--- src/rtl/spr_arb_pkg.sv ---
// Shared definitions for the single-port RAM arbiter: access tags and parameter defaults.
package spr_arb_pkg;

    localparam int unsigned AW_DEFAULT   = 14;
    localparam int unsigned MAXW_DEFAULT = 3;
    localparam int unsigned DW           = 8;

    typedef enum logic [1:0] {
        TAG_NONE  = 2'd0,
        TAG_VID   = 2'd1,
        TAG_CPURD = 2'd2,
        TAG_CPUWR = 2'd3
    } tag_e;

    // Tag for the access granted this cycle, if any.
    function automatic tag_e grant_tag(input logic vgnt, input logic cgnt, input logic cwr);
        tag_e t;
        t = TAG_NONE;
        if (vgnt) begin
            t = TAG_VID;
        end else if (cgnt) begin
            t = cwr ? TAG_CPUWR : TAG_CPURD;
        end
        return t;
    endfunction

endpackage

--- src/rtl/spr_arb.sv ---
// Video/CPU arbiter for a shared single-port RAM: video-first priority with a bounded
// CPU wait, fully pipelined reads returning two cycles after grant.
module spr_arb
    import spr_arb_pkg::*;
#(
    parameter int unsigned AW   = AW_DEFAULT,
    parameter int unsigned MAXW = MAXW_DEFAULT
) (
    input  logic          clock,
    input  logic          reset,
    input  logic          ce,
    input  logic          vreq,
    input  logic [AW-1:0] va,
    output logic          vgnt,
    output logic          vvalid,
    output logic [7:0]    vdo,
    input  logic          creq,
    input  logic          cwr,
    input  logic [AW-1:0] ca,
    input  logic [7:0]    cdi,
    output logic          cgnt,
    output logic          cack,
    output logic [7:0]    cdo,
    output logic          ram_ce,
    output logic          ram_we,
    output logic [AW-1:0] ram_a,
    output logic [7:0]    ram_di,
    input  logic [7:0]    ram_do
);

    localparam int unsigned WW = (MAXW < 1) ? 1 : $clog2(MAXW + 1);
    localparam logic [WW-1:0] WMAX = WW'(MAXW);

    logic [WW-1:0] wcnt_q, wcnt_d;
    tag_e          tag1_q, tag1_d;
    tag_e          tag2_q, tag2_d;
    tag_e          gnt_tag;
    logic          vvalid_q, vvalid_d;
    logic          cack_q, cack_d;
    logic [DW-1:0] vdo_q, vdo_d;
    logic [DW-1:0] cdo_q, cdo_d;
    logic          cpu_turn;

    // Grant decision and RAM command for this cycle; nothing is latched before grant.
    always_comb begin
        vgnt     = 1'b0;
        cgnt     = 1'b0;
        cpu_turn = (wcnt_q == WMAX);
        if (reset && ce) begin
            if (creq && (!vreq || cpu_turn)) begin
                cgnt = 1'b1;
            end else if (vreq) begin
                vgnt = 1'b1;
            end
        end
        gnt_tag = grant_tag(vgnt, cgnt, cwr);
        ram_ce  = vgnt | cgnt;
        ram_we  = !(cgnt && cwr);
        ram_a   = cgnt ? ca : va;
        ram_di  = cdi;
    end

    // Wait counter, tag pipeline and result capture; everything holds while ce is low.
    // A CPU write granted right after a CPU read completes in the same cycle, so both
    // completions share one cack pulse.
    always_comb begin
        wcnt_d   = wcnt_q;
        tag1_d   = tag1_q;
        tag2_d   = tag2_q;
        vvalid_d = 1'b0;
        cack_d   = 1'b0;
        vdo_d    = vdo_q;
        cdo_d    = cdo_q;
        if (ce) begin
            if (!creq || cgnt) begin
                wcnt_d = '0;
            end else if (wcnt_q != WMAX) begin
                wcnt_d = wcnt_q + WW'(1);
            end
            tag1_d   = gnt_tag;
            tag2_d   = tag1_q;
            vvalid_d = (tag2_d == TAG_VID);
            cack_d   = (tag1_d == TAG_CPUWR) || (tag2_d == TAG_CPURD);
            if (tag2_d == TAG_VID) begin
                vdo_d = ram_do;
            end
            if (tag2_d == TAG_CPURD) begin
                cdo_d = ram_do;
            end
        end
    end

    always_ff @(posedge clock or negedge reset) begin
        if (!reset) begin
            wcnt_q   <= '0;
            tag1_q   <= TAG_NONE;
            tag2_q   <= TAG_NONE;
            vvalid_q <= 1'b0;
            cack_q   <= 1'b0;
            vdo_q    <= '0;
            cdo_q    <= '0;
        end else begin
            wcnt_q   <= wcnt_d;
            tag1_q   <= tag1_d;
            tag2_q   <= tag2_d;
            vvalid_q <= vvalid_d;
            cack_q   <= cack_d;
            vdo_q    <= vdo_d;
            cdo_q    <= cdo_d;
        end
    end

    assign vvalid = vvalid_q;
    assign vdo    = vdo_q;
    assign cack   = cack_q;
    assign cdo    = cdo_q;

endmodule
--- config.mk ---
export PLATFORM = sky130hd
export DESIGN_NAME = spr_arb
export DESIGN_NICKNAME = d
export VERILOG_FILES = /design/src/rtl/spr_arb_pkg.sv /design/src/rtl/spr_arb.sv
export SDC_FILE = /design/constraint.sdc
export NUM_CORES = 1
export LEC_CHECK = 0
export ABC_AREA = 1
export CAP_MARGIN = 25
export CORE_ASPECT_RATIO = 0.8
export CORE_MARGIN = 2
export CORE_UTILIZATION = 29
export DETAILED_ROUTE_END_ITERATION = 7
export GPL_TIMING_DRIVEN = 0
export PLACE_DENSITY = 0.76
export SYNTH_ARGS = -nofsm -noshare
export SYNTH_HDL_FRONTEND = slang
export SYNTH_SLANG_ARGS = --single-unit
--- constraint.sdc ---
create_clock -name clock -period 1.45 [get_ports clock]
set_input_delay 0.3625 -clock clock [delete_from_list [all_inputs] [get_ports clock]]
set_output_delay 0.3625 -clock clock [all_outputs]
set_load 0.01 [all_outputs]
==> reports/summary.txt <==
CP max-delay cell - dfrtp_1
Area Overhead vs Synth - 100.1%
Total Neg Setup Slack - -6571 ps
met3 Usage GRT - 4.553%
Synth Register Bits - 22
Crit Path Class - reg2out
maximum vdd drop - 0.0006112 V
Synth Cell Area - 0.001131 mm2
Critical Path RT - 1090 ps
DR pass1 iterations - 4
H-tree levels - 1
row cnt - 20
Max Buffers Root-to-Sink - 2
Unique masters post-synth - 16
vias in the first global route - 1157
total I/O pin count - 94
Slew @ Worst Pin - 299.6 ps
Yosys top cell by area - dfrtp_1
Vias - 1295
Post-Syn Area per Cell - 7.642 um2
vias per cell - 4.274
Placer Congestion - 0.7528
global route total overflow - 0
DIE HEIGHT - 59.86 um
GRT Util Overall - 15.16%
Max transition margin - 79.97%
Final Routed Wirelength - 3439 um
Crit path max-delay family - buffers and inverters
DR iter-0 viols - 40
largest cells by area after synthesis - dfrtp_1, nand2_1, o21ai_0
Seq/Total Area, Yosys - 48.67%
Final Hold Fails - 0
Root Driver - clkbuf_8
Static Leak - 1.183 nW
routed len/inst - 11.35 um
port bufs - 85
crit path time final - 1859 ps
pre-CTS setup slack - -1810 ps
CP startpoint kind - flip-flop
residual DRC count - 0
largest net degree at the start of global routing - 24
share of layout cells above drive strength 1 - 31.45%
Synth top area share - 48.67%
worst min-delay path class - in2async
RSZ-0062 raised after global routing - yes
Critical Path End Type - output port
HPWL after detailed placement - 2534 um
Setup Skew - 1.628 ps
final worst setup slack - -408.6 ps
Nets - 301
Final Max Slew Viols - 0
first-pass GRT wire length - 5209 um
fill cell count - 348
Post-DRT Antenna Nets - 0
Final setup viols - 18
Syn Nets - 199
area of the die - 0.004419 mm2
Syn Inst Count - 148
Placeable Area - 0.003779 mm2
Cell Pwr Density - 869.3 mW/mm2
f_max - 538.0 MHz
cts bufs inserted - 3
Sink Count - 22
met1 Use GR - 19.30%
fin crit share - 128.2%
initial antenna violation count - 0
Pwr Total - 0.001968 W
Clk Latency, worst-skew pair - 260 ps
met2 Usage GRT - 25.51%
Worst path max stage delay - 380 ps
critical-path cell list - ha_2 -> inv_2 -> nand2_4 -> nand2_1 -> nand3_1 -> inv_1 -> clkdlybuf4s15_2
status - finished with violations
CP bufs+invs - 3
# diodes - 0
YS warnings - 0
Max Cap Viol - 0
starting density of the core - 29.93%
CTS tree - yes
violated checks - setup timing
die width - 73.83 um
Worst-path clk slew - 70 ps
critical path fanouts, max - 3
critical path arrival - 1500 ps
layer with the highest usage - met2
==> final cells by class <==
class                   instances  area (um2)  share of cell area, %
repair buffers                 97       933.4                  41.24
plain buffers                  12       98.84                  4.367
multi-input cells              98       505.5                  22.33
clock buffers                   3       41.29                  1.824
well taps                      55       68.82                  3.040
flip-flops and latches         22       550.5                  24.32
inverters                      16       65.06                  2.875
==> Yosys cell counts (all sizes together) <==
cell and n:
buf 12, nand2 71, ha 1, dfrtp 22
nand3 5, o21ai 17, nand4 2, nor2 1
inv 16, a21boi 1
==> cells in the final DEF (no fill, tap or decap) <==
| cell | Yosys | layout |
|---|---|---|
| buf_6 | 2 | 19 |
| nand2_4 | 0 | 2 |
| nand4_1 | 2 | 2 |
| o21ai_0 | 16 | 16 |
| clkdlybuf4s50_1 | 0 | 45 |
| nand3_1 | 4 | 4 |
| nor2_1 | 1 | 1 |
| nand2_1 | 70 | 44 |
| buf_4 | 8 | 17 |
| dfrtp_1 | 22 | 22 |
| inv_1 | 14 | 13 |
| a21boi_0 | 1 | 1 |
| clkdlybuf4s15_2 | 0 | 1 |
| inv_6 | 0 | 1 |
| nand2_2 | 1 | 25 |
| buf_2 | 2 | 5 |
| o21ai_1 | 1 | 1 |
| dlygate4sd2_1 | 0 | 21 |
| buf_12 | 0 | 1 |
| nand3_4 | 1 | 1 |
| ha_2 | 0 | 1 |
| inv_2 | 2 | 2 |
| clkbuf_8 | 0 | 3 |
==> metrics by stage <==
step	hold WS [ps]	area (um2)	util [%]	instances
finish	36.56	2263	59.90	303
CTS	-8.681	2207	58.41	299
global route	32.17	2263	59.90	303
detailed placement	472.3	2083	55.13	288
floorplan	66.91	1164	-	148
global placement	466.2	2083	55.13	288
==> registers in the layout, indices dropped and copies added, names as in the netlist <==
register and cells:
wcnt_q 2, cack 1, tag1_q 2, vvalid 1, vdo 8, cdo 8
==> worst paths after layout <==
check	from	endpoint	slack, ps	cells after the start
worst max-delay path	wcnt_q[1]	vgnt	-410	7
worst min-delay path	reset	vdo[3]	40	2
worst max register to register	wcnt_q[0]	wcnt_q[1]	110	9
worst min register to register	vdo[2]	vdo[2]	480	2
max in group asynchronous	reset	vdo[5]	1280	2
min in group clock	vdo[2]	vdo[2]	480	2
==> layer usage <==
layer	vias to the layer above	part of all wire (%)
met1	600	39
met4	0	1.2
met2	40	53
met3	4	6.7
met5	-	0
li1	651	-
==> report_power, final <==
group	switching (W)	total [W]	internal (W)
sequential	0.0000765	0.000837	0.000761
combinational	0.000334	0.000761	0.000427
clock	0.000185	0.000370	0.000185
==> what timing repair did <==
action                     in CTS  in global routing
gates resized for setup       133                  3
gates cloned                    2                  0
setup endpoints to repair      53                 20
pin swaps                       4                  1
buffers inserted                6                  3
hold endpoints to repair       22                 22
==> cells by family after synthesis <==
group / synth area share, %
AO/OA/AOI/OAI: 8.186
flip-flops: 48.67
AND/OR/NAND/NOR: 28.54
buffers and inverters: 13.50
adder cells (fa/ha/maj): 1.106
Note: power is estimated with default switching activity, not from simulation.
